<file path="src/rtl/traffic_pkg.sv">
// Shared definitions for the traffic-light sequencer and its mode decoder:
// phase encoding and default timing constants.
package traffic_pkg;

  typedef enum logic [1:0] {
    ST_MG = 2'b00,  // main green / side red
    ST_MY = 2'b01,  // main yellow / side red
    ST_SG = 2'b10,  // side green / main red
    ST_SY = 2'b11   // side yellow / main red
  } phase_t;

  localparam int DEF_CNT_W    = 8;
  localparam int DEF_SHORT_T  = 5;
  localparam int DEF_LONG_T   = 20;
  localparam int DEF_YELLOW_T = 3;

  // Yellow phases are the odd encodings.
  function automatic logic is_yellow(input logic [1:0] p);
    return p[0];
  endfunction

endpackage

</file>
<file path="src/rtl/traffic_seq_phase_timer.sv">
// Phase timer: counts cycles spent in the current phase, saturating at the
// terminal count, and reloads the terminal count on every phase advance.
module phase_timer #(
  parameter int CNT_W  = 8,
  parameter int RST_TC = 5
) (
  input  logic             clk,
  input  logic             rst,
  input  logic             run,
  input  logic             load,
  input  logic [CNT_W:0]   load_val,
  output logic             full
);

  localparam logic [CNT_W:0] LP_RST_TC = (CNT_W+1)'(RST_TC);

  logic [CNT_W-1:0] r_cnt;
  logic [CNT_W:0]   r_tc;
  logic [CNT_W:0]   w_last;
  logic             w_full;

  // tc is one bit wider than cnt so a terminal count of 2^CNT_W is representable.
  assign w_last = r_tc - (CNT_W+1)'(1);
  assign w_full = ({1'b0, r_cnt} == w_last);
  assign full   = w_full;

  // Count while running, hold at terminal count, clear and reload on advance.
  always_ff @(posedge clk) begin
    if (rst) begin
      r_cnt <= '0;
      r_tc  <= LP_RST_TC;
    end else if (load) begin
      r_cnt <= '0;
      r_tc  <= load_val;
    end else if (run && !w_full) begin
      r_cnt <= r_cnt + 1'b1;
    end
  end

endmodule

</file>
<file path="src/rtl/traffic_seq.sv">
// Traffic-light sequencer: phase register, car-request synchronizer and
// latch, lamp decode, and the phase timer feeding the external decoder.
module traffic_seq
  import traffic_pkg::*;
#(
  parameter int CNT_W    = DEF_CNT_W,
  parameter int SHORT_T  = DEF_SHORT_T,
  parameter int LONG_T   = DEF_LONG_T,
  parameter int YELLOW_T = DEF_YELLOW_T
) (
  input  logic       clk,
  input  logic       rst,
  input  logic       car,
  input  logic       mode,
  input  logic       delay,
  output logic [1:0] state,
  output logic       full,
  output logic       c,
  output logic       main_g,
  output logic       main_y,
  output logic       main_r,
  output logic       side_g,
  output logic       side_y,
  output logic       side_r
);

  localparam int TC_MAX = 2 ** CNT_W;

  if (SHORT_T < 2 || SHORT_T > TC_MAX ||
      LONG_T < 2 || LONG_T > TC_MAX ||
      YELLOW_T < 2 || YELLOW_T > TC_MAX) begin : g_cfg_err
    $error("traffic_seq: terminal counts must lie in [2, 2**CNT_W]");
  end

  localparam logic [CNT_W:0] LP_SHORT  = (CNT_W+1)'(SHORT_T);
  localparam logic [CNT_W:0] LP_LONG   = (CNT_W+1)'(LONG_T);
  localparam logic [CNT_W:0] LP_YELLOW = (CNT_W+1)'(YELLOW_T);

  phase_t         r_state;
  phase_t         w_state_nxt;
  logic [1:0]     w_state_inc;
  logic [CNT_W:0] w_load_val;
  logic           w_enter_sg;
  logic           r_sync1;
  logic           r_sync2;
  logic           r_c;

  assign w_state_inc = r_state + 2'd1;
  assign w_load_val  = is_yellow(w_state_inc) ? LP_YELLOW : (delay ? LP_LONG : LP_SHORT);
  assign w_enter_sg  = !mode && (r_state == ST_MY);

  phase_timer #(
    .CNT_W  (CNT_W),
    .RST_TC (SHORT_T)
  ) u_timer (
    .clk      (clk),
    .rst      (rst),
    .run      (mode),
    .load     (!mode),
    .load_val (w_load_val),
    .full     (full)
  );

  // Phase register.
  always_ff @(posedge clk) begin
    if (rst) r_state <= ST_MG;
    else     r_state <= w_state_nxt;
  end

  // Next phase follows the decoder's mode unconditionally; lamps decode the phase.
  always_comb begin
    w_state_nxt = r_state;
    main_g = 1'b0;
    main_y = 1'b0;
    main_r = 1'b0;
    side_g = 1'b0;
    side_y = 1'b0;
    side_r = 1'b0;
    if (!mode) w_state_nxt = phase_t'(w_state_inc);
    case (r_state)
      ST_MG: begin main_g = 1'b1; side_r = 1'b1; end
      ST_MY: begin main_y = 1'b1; side_r = 1'b1; end
      ST_SG: begin main_r = 1'b1; side_g = 1'b1; end
      ST_SY: begin main_r = 1'b1; side_y = 1'b1; end
      default: ;
    endcase
  end

  // Two-flop synchronizer for the asynchronous car sensor.
  always_ff @(posedge clk) begin
    if (rst) begin
      r_sync1 <= 1'b0;
      r_sync2 <= 1'b0;
    end else begin
      r_sync1 <= car;
      r_sync2 <= r_sync1;
    end
  end

  // Request latch: served on entry to side green, which outranks a new request.
  always_ff @(posedge clk) begin
    if (rst)             r_c <= 1'b0;
    else if (w_enter_sg) r_c <= 1'b0;
    else if (r_sync2)    r_c <= 1'b1;
  end

  assign state = r_state;
  assign c     = r_c;

endmodule

</file>
<file path="config.mk">
export PLATFORM = sky130hd
export DESIGN_NAME = traffic_seq
export DESIGN_NICKNAME = d
export VERILOG_FILES = /design/src/rtl/traffic_pkg.sv /design/src/rtl/traffic_seq_phase_timer.sv /design/src/rtl/traffic_seq.sv
export SDC_FILE = /design/constraint.sdc
export NUM_CORES = 1
export LEC_CHECK = 0
export CORE_MARGIN = 1
export CORE_UTILIZATION = 42
export CTS_CLUSTER_SIZE = 16
export DETAILED_ROUTE_END_ITERATION = 6
export GPL_ROUTABILITY_DRIVEN = 0
export SYNTH_ARGS = -nofsm -noshare
export SYNTH_HDL_FRONTEND = slang
export SYNTH_SLANG_ARGS = --single-unit
</file>
<file path="constraint.sdc">
create_clock -name clk -period 3.7 [get_ports clk]
set_clock_uncertainty 0.15 [all_clocks]
set_input_delay 0.37 -clock clk [delete_from_list [all_inputs] [get_ports clk]]
set_output_delay 0.37 -clock clk [all_outputs]
set_load 0.1 [all_outputs]
</file>
==> impl_metrics.json, run 1 <==
{
  "grt_pass1_vias": 862,
  "status": "complete, no violations",
  "seqPwrFrac": 0.404,
  "worst_path_largest_cell_delay_ns": 0.49,
  "synth_seq_area_share": 0.316,
  "hold_class": "flip-flop to flip-flop",
  "die_h_um": 51.2,
  "p_leak_nw": 0.473,
  "routed_wl_um": 2090,
  "netlist_instances": 124,
  "critPathKind": "flip-flop to output port",
  "hold_viol": 0,
  "root_buffer": "clkbuf_4",
  "finalCriticalPeriod_ns": 3.18,
  "yosys_most_used_dff": "dfxtp_1",
  "numPlacedInstances": 159,
  "viasPerCell": 5.36,
  "die_w_um": 51.2,
  "port_buffers": 14,
  "syn_area_per_cell_um2": 8.18,
  "cp-start-kind": "flip-flop",
  "final_cells": 163,
  "clk_latency_ns": 0.29,
  "critPathCaptureType": "output port",
  "antenna_found_initial": 0,
  "dr.first_iter.drc_count": 11,
  "cp.required_ns": 3.18,
  "crit_buf_inv": 3,
  "netlist_area_mm2": 0.00101,
  "synth_edf_count": 0,
  "grt_pass1_wl_um": 3770,
  "dp_hpwl_um": 1550,
  "ir_worst_vdd_mv": 0.266,
  "pwr-share-comb": 0.346,
  "hold_buffers": 0,
  "final_core_util": 0.536,
  "power.switching_mw": 0.180,
  "async_flop_share": 0,
  "avgRoutedWirePerCell_um": 12.8,
  "cts_setup_buffers": 0,
  "worstMarginPinSlew_ns": 0.967,
  "finalSetupViolCount": 0,
  "fin_setup_tns_ns": 0,
  "cts_repair_resize_count": 0,
  "ys_types": 35,
  "grt_use_total": 0.197,
  "p_int_mw": 0.285,
  "clock-sinks": 16,
  "initial_core_util": 0.450,
  "num_antenna_cells": 0,
  "hold-worst-slack_ns": 0.311,
  "powerDensity_mw_per_mm2": 385,
  "place_area_mm2": 0.00117,
  "fin_crit_sh": 0.859,
  "cts_made_buffers": 3,
  "rsz0062_at_grt": "false",
  "fillers": 227,
  "std_cell_rows": 17,
  "total_power_mw": 0.465,
  "pin_count": 15,
  "drc": 0,
  "grt_overflow_total": 0,
  "maxSlewViolCount": 0,
  "vias": 874,
  "clk_path_buf_depth": 2,
  "clkTransAtPathRegs_ns": 0.09,
  "core_mm2": 0.00225,
  "p_clk_frac": 0.249,
  "layout_setup_ws_ns": 0.521,
  "crit_fanout": 13,
  "cpMostUsedCell": "ha_1",
  "slew_headroom": 0.354,
  "grt_max_degree": 14,
  "htreeDepth": 1,
  "die_area_mm2": 0.00262,
  "cts_tree": "done",
  "layout-drive-gt1-share": 0.0815,
  "synth_seq_cells": 16,
  "switching_share": 0.388,
  "dr.pass1.iters": 4,
  "post-place-ws_ns": 0.804,
  "ant_nets": 0,
  "syn-num-nets": 137,
  "maxCapViolCount": 0,
  "crit_family": "adder cells",
  "stdcell_area_mm2": 0.00121,
  "arrival_ns": 2.66,
  "yosysWarningCount": 0,
  "crit_chain": "inv_1 -> ha_1 -> ha_1 -> ha_1 -> xnor2_1 -> nor3_1 -> nand4_1 -> buf_4 -> nor2_1 -> buf_12",
  "area_delta_synth_final_pct": 19.1,
  "slowest_stage": "dfxtp_1",
  "fin_nets": 149,
  "fmaxAchievable_mhz": 315
}
-- final timing paths --
kind                  from               end  slack (ns)  cells past startpoint
setup / recovery  state[0]              full        0.52                     10
hold / removal     r_sync1           r_sync2        0.31                      1
setup reg to reg  state[0]  u_timer.r_cnt[1]        1.13                     10
hold reg to reg    r_sync1           r_sync2        0.31                      1
-- sequential cells by signal, indices dropped and copies added (netlist names) --
name,cells
c,1
r_sync1,1
r_sync2,1
state,2
u_timer.r_cnt,8
u_timer.r_tc,3
-- cells by family (layout without fill, tap and decap cells) --
family          Yosys count  after routing  synth area share
simple gates             53             53             0.275
compound gates           18             18             0.122
buf+inv                  16             27            0.0641
fa+ha+maj                 8              8            0.0986
mux                       6              6            0.0641
xor+xnor                  7              7            0.0604
flops                    16             16             0.316
-- cell usage after synthesis, drive strengths merged (2+ instances only) --
cell / count / area (um2)
inv: 8 / 30.0
nor2: 6 / 22.5
nor3: 5 / 25.0
ha: 8 / 100
a21oi: 5 / 25.0
buf: 2 / 12.5
nor4: 3 / 18.8
or3: 2 / 12.5
and3: 2 / 12.5
dfxtp: 16 / 320
o211ai: 6 / 45.0
mux2i: 5 / 50.1
nand2: 15 / 56.3
nor2b: 3 / 18.8
clkbuf: 6 / 22.5
nand4: 3 / 18.8
nand3: 5 / 25.0
xnor2: 6 / 52.6
or2: 3 / 18.8
-- cells in the final DEF (no fill, tap or decap), drive strengths merged, types with 2 or more instances in the layout --
| cell | n |
|---|---|
| dfxtp | 16 |
| nand2 | 15 |
| clkdlybuf4s50 | 13 |
| inv | 8 |
| ha | 8 |
| xnor2 | 6 |
| nor2 | 6 |
| o211ai | 6 |
| nor3 | 5 |
| mux2i | 5 |
| nand3 | 5 |
| a21oi | 5 |
| clkbuf | 4 |
| or2 | 3 |
| nand4 | 3 |
| nor2b | 3 |
| nor4 | 3 |
| and3 | 2 |
| or3 | 2 |
| buf | 2 |
-- final cells by class --
class / count / area (um2) / share of cell area
multi-input combinational: 92 / 629 / 0.521
sequential: 16 / 320 / 0.265
timing repair buffer: 15 / 158 / 0.130
clock buffer: 4 / 36.3 / 0.0300
tap: 28 / 35.0 / 0.0290
inverter: 8 / 30.0 / 0.0248
-- power groups by stage --
stage / registers (mW) / clock network, mW / logic (mW)
2_1_floorplan: 0.201 / 0 / 0.118
3_3_place_gp: 0.192 / 0 / 0.161
3_5_place_dp: 0.192 / 0 / 0.162
4_1_cts: 0.188 / 0.122 / 0.163
5_1_grt: 0.190 / 0.130 / 0.170
6_report: 0.188 / 0.116 / 0.161
-- metal layers --
| metal | global-route usage | part of all wire | wire (um) | vias to the layer above |
|---|---|---|---|---|
| met3 | 0.0417 | 0.037 | 77 | 2 |
| met5 | 0 | 0 | 0 | - |
| met1 | 0.250 | 0.50 | 1040 | 399 |
| met2 | 0.314 | 0.46 | 960 | 19 |
| li1 | - | - | - | 454 |
| met4 | 0.0926 | 0.0072 | 15 | 0 |
Note: power is estimated with default switching activity, not from simulation.
==> inputs of run 2 (changes only) <==
--- a/config.mk
+++ b/config.mk
@@ -6,7 +6,7 @@
 export NUM_CORES = 1
 export LEC_CHECK = 0
 export CORE_MARGIN = 1
-export CORE_UTILIZATION = 42
+export CORE_UTILIZATION = 35
 export CTS_CLUSTER_SIZE = 16
 export DETAILED_ROUTE_END_ITERATION = 6
 export GPL_ROUTABILITY_DRIVEN = 0
==> impl_metrics.json, run 2 (synthesis gave the netlist of run 1 again) <==
{
  "final_cell_mix": "16 x dfxtp_1, 15 x nand2_1, 13 x clkdlybuf4s50_1",
  "pwr-share-comb": 0.344,
  "pin_count": 15,
  "fillers": 282,
  "fin_crit_sh": 0.866,
  "drc": 0,
  "hold_class": "flip-flop to flip-flop",
  "ir_worst_vdd_mv": 0.282,
  "core_mm2": 0.00276,
  "die_h_um": 55.8,
  "p_leak_nw": 0.473,
  "finalCriticalPeriod_ns": 3.20,
  "arrival_ns": 2.68,
  "vias": 878,
  "die_w_um": 55.8,
  "switching_share": 0.392,
  "post-place-ws_ns": 0.806,
  "final_core_util": 0.440,
  "total_power_mw": 0.469,
  "clock-sinks": 16,
  "grt_overflow_total": 0,
  "avgRoutedWirePerCell_um": 12.6,
  "rsz0062_at_grt": "false",
  "ant_nets": 0,
  "dr.pass1.iters": 4,
  "cp.required_ns": 3.18,
  "clkTransAtPathRegs_ns": 0.09,
  "hold_viol": 0,
  "dr.first_iter.drc_count": 26,
  "maxCapViolCount": 0,
  "die_area_mm2": 0.00312,
  "status": "complete, no violations",
  "routed_wl_um": 2090,
  "cts_repair_resize_count": 0,
  "hold-worst-slack_ns": 0.307,
  "std_cell_rows": 19,
  "port_buffers": 14,
  "layout-drive-gt1-share": 0.0815,
  "seqPwrFrac": 0.402,
  "antenna_found_initial": 0,
  "critPathCaptureType": "output port",
  "p_clk_frac": 0.254,
  "htreeDepth": 1,
  "largest_register": "u_timer.r_cnt",
  "area_delta_synth_final_pct": 19.5,
  "viasPerCell": 5.29,
  "grt_use_total": 0.145,
  "final_common_cell": "dfxtp_1",
  "maxSlewViolCount": 0,
  "slew_headroom": 0.348,
  "grt_pass1_wl_um": 3620,
  "num_antenna_cells": 0,
  "cts_tree": "done",
  "clk_latency_ns": 0.29,
  "crit_fanout": 13,
  "grt_pass1_vias": 832,
  "fin_nets": 149,
  "cts_setup_buffers": 0,
  "initial_core_util": 0.368,
  "cts_made_buffers": 3,
  "dp_hpwl_um": 1570,
  "grt_max_degree": 14,
  "power.switching_mw": 0.184,
  "fin_setup_tns_ns": 0,
  "root_buffer": "clkbuf_4",
  "powerDensity_mw_per_mm2": 387,
  "layout_setup_ws_ns": 0.497,
  "hold_buffers": 0,
  "fmaxAchievable_mhz": 312,
  "clk_path_buf_depth": 2,
  "cp-start-kind": "flip-flop",
  "worstMarginPinSlew_ns": 0.976,
  "p_int_mw": 0.285,
  "critPathKind": "flip-flop to output port",
  "finalSetupViolCount": 0,
  "largest_reg_flops": 8
}
[run 2: final timing paths]
kind             from                to  slack (ns)  depth (start not counted)
min reg2reg   r_sync1           r_sync2        0.31                          1
max reg2reg  state[0]  u_timer.r_cnt[1]        1.10                         10
max          state[0]              full        0.50                         10
min           r_sync1           r_sync2        0.31                          1
[run 2: metal layers]
layer  track usage  part of all wire  vias to the layer above
met4        0.0732            0.0081                        0
li1              -                 -                      459
met2         0.231              0.44                       15
met5             0                 0                        -
met3        0.0233             0.038                        2
met1         0.192              0.51                      402
[run 2: critical path: stages (launching register included)]
cell     delay (ns)
dfxtp_1        0.51
inv_1          0.14
ha_1           0.23
ha_1           0.18
ha_1           0.28
xnor2_1        0.13
nor3_1         0.13
nand4_1        0.09
buf_4          0.19
nor2_1         0.29
buf_12         0.22
[run 2: metrics by stage]
stage	std cells	area (um2)
floorplan	124	1010
global placement	162	1180
detailed placement	162	1180
CTS	166	1210
global route	166	1210
finish	166	1210
[run 2: power by group through the flow]
| stage | Clock, mW | Sequential, mW | Combinational, mW |
|---|---|---|---|
| after floorplan | 0 | 0.201 | 0.118 |
| after global placement | 0 | 0.192 | 0.162 |
| after detailed placement | 0 | 0.192 | 0.162 |
| after CTS | 0.124 | 0.188 | 0.162 |
| after global routing | 0.130 | 0.190 | 0.170 |
| final | 0.119 | 0.188 | 0.161 |
[run 2: final cells by class]
| cell class | count | area (um2) | area share |
|---|---|---|---|
| Sequential cell | 16 | 320 | 0.264 |
| Clock buffer | 4 | 36.3 | 0.0299 |
| Multi-Input combinational cell | 92 | 629 | 0.519 |
| Tap cell | 31 | 38.8 | 0.0320 |
| Timing Repair Buffer | 15 | 158 | 0.130 |
| Inverter | 8 | 30.0 | 0.0248 |
==> inputs of run 3 (changes only) <==
--- a/config.mk
+++ b/config.mk
@@ -9,6 +9,7 @@
 export CORE_UTILIZATION = 35
 export CTS_CLUSTER_SIZE = 16
 export DETAILED_ROUTE_END_ITERATION = 6
+export DONT_BUFFER_PORTS = 1
 export GPL_ROUTABILITY_DRIVEN = 0
 export SYNTH_ARGS = -nofsm -noshare
 export SYNTH_HDL_FRONTEND = slang
==> constraint.sdc (replaced) <==
create_clock -name clk -period 3.3 [get_ports clk]
set_clock_uncertainty 0.15 [all_clocks]
set_input_delay 0.33 -clock clk [delete_from_list [all_inputs] [get_ports clk]]
set_output_delay 0.33 -clock clk [all_outputs]
set_load 0.1 [all_outputs]
==> impl_metrics.json, run 3 (synthesis gave the netlist of run 1 again) <==
{
  "seqPwrFrac": 0.405,
  "pin_count": 15,
  "switching_share": 0.395,
  "viasPerCell": 5.44,
  "final_cells": 162,
  "die_area_mm2": 0.00312,
  "fin_nets": 145,
  "p_int_mw": 0.317,
  "grt_pass1_vias": 863,
  "fin_setup_tns_ns": 0,
  "grt_use_total": 0.154,
  "cp-start-kind": "flip-flop",
  "core_mm2": 0.00276,
  "dr.first_iter.drc_count": 34,
  "final_common_cell": "dfxtp_1",
  "cp.required_ns": 2.82,
  "maxCapViolCount": 0,
  "std_cell_rows": 19,
  "p_leak_nw": 0.473,
  "clkTransAtPathRegs_ns": 0.10,
  "die_h_um": 55.8,
  "initial_core_util": 0.368,
  "critPathKind": "flip-flop to output port",
  "fmaxAchievable_mhz": 343,
  "dp_hpwl_um": 1650,
  "ant_nets": 0,
  "num_antenna_cells": 0,
  "layout-drive-gt1-share": 0.145,
  "worstMarginPinSlew_ns": 0.971,
  "powerDensity_mw_per_mm2": 447,
  "post-place-ws_ns": 0.730,
  "htreeDepth": 1,
  "clock-sinks": 16,
  "power.switching_mw": 0.207,
  "largest_reg_flops": 8,
  "grt_max_degree": 14,
  "grt_pass1_wl_um": 3740,
  "fin_crit_sh": 0.883,
  "avgRoutedWirePerCell_um": 13.7,
  "final_cell_mix": "16 x dfxtp_1, 15 x nand2_1, 8 x inv_1, 8 x ha_1, 7 x buf_4",
  "arrival_ns": 2.43,
  "p_clk_frac": 0.256,
  "numPlacedInstances": 156,
  "hold_class": "input pin to flip-flop",
  "clk_latency_ns": 0.29,
  "hold_viol": 0,
  "die_w_um": 55.8,
  "cts_tree": "done",
  "cts_setup_buffers": 0,
  "finalCriticalPeriod_ns": 2.91,
  "vias": 882,
  "finalSetupViolCount": 0,
  "clk_path_buf_depth": 2,
  "cts_repair_resize_count": 0,
  "crit_fanout": 13,
  "critPathCaptureType": "output port",
  "maxSlewViolCount": 0,
  "antenna_found_initial": 0,
  "largest_register": "u_timer.r_cnt",
  "status": "complete, no violations",
  "port_buffers": 0,
  "drc": 0,
  "cts_made_buffers": 3,
  "grt_overflow_total": 0,
  "rsz0062_at_grt": "false",
  "ir_worst_vdd_mv": 0.297,
  "pwr-share-comb": 0.339,
  "dr.pass1.iters": 4,
  "layout_setup_ws_ns": 0.385,
  "routed_wl_um": 2220,
  "slew_headroom": 0.352,
  "root_buffer": "clkbuf_4",
  "area_delta_synth_final_pct": 15.3
}
run 3: what timing repair did:
item,CTS,global route
endpoints found under the hold margin,8,0
hold buffers,2,0
endpoints found under the setup margin,0,0
run 3: path summary, 6_finish.rpt:
path                   start                to  slack (ns)  cells after the start
max reg2reg  u_timer.r_tc[0]  u_timer.r_cnt[4]        0.91                     10
min reg2reg          r_sync1           r_sync2        0.29                      1
min                     mode   u_timer.r_tc[2]        0.02                      2
max          u_timer.r_tc[0]              full        0.39                     10
run 3: power by group through the flow:
| stage | clock network [mW] | registers, mW | logic [mW] |
|---|---|---|---|
| final | 0.134 | 0.212 | 0.177 |
| after detailed placement | 0 | 0.217 | 0.175 |
| after global routing | 0.145 | 0.213 | 0.186 |
| after floorplan | 0 | 0.226 | 0.133 |
| after global placement | 0 | 0.216 | 0.172 |
| after CTS | 0.139 | 0.212 | 0.178 |
run 3: critical path, cell delays in order (launching register included):
cell	delay (ns)
dfxtp_1	0.39
inv_1	0.08
ha_1	0.20
ha_1	0.19
ha_1	0.29
xnor2_1	0.13
nor3_1	0.15
nand4_1	0.10
buf_4	0.20
nor2_2	0.21
buf_12	0.20
run 3: final cells by class:
class                   instances  area (um2)
inverters                       8        30.0
clock buffers                   4        36.3
repair buffers                 11         113
fillers                       270        1590
multi-input cells              92         632
well taps                      31        38.8
flip-flops and latches         16         320
run 3: metrics by stage:
stage / instance area (um2) / util / total power, mW / hold WS [ns]
after global placement: 1110 / 0.404 / 0.388 / 0.252
after detailed placement: 1110 / 0.404 / 0.391 / 0.254
final: 1170 / 0.424 / 0.523 / 0.0175
after global routing: 1170 / 0.424 / 0.545 / 0.0251
after floorplan: 1020 / - / 0.358 / 0.264
after CTS: 1170 / 0.424 / 0.529 / 0.00844
run 3: routing by layer:
metal  vias up  track usage  wire length [um]
li1        446            -                 -
met1       420        0.185              1020
met3         4       0.0140                31
met2        12        0.265              1130
met5         -            0                 0
met4         0       0.0976                38
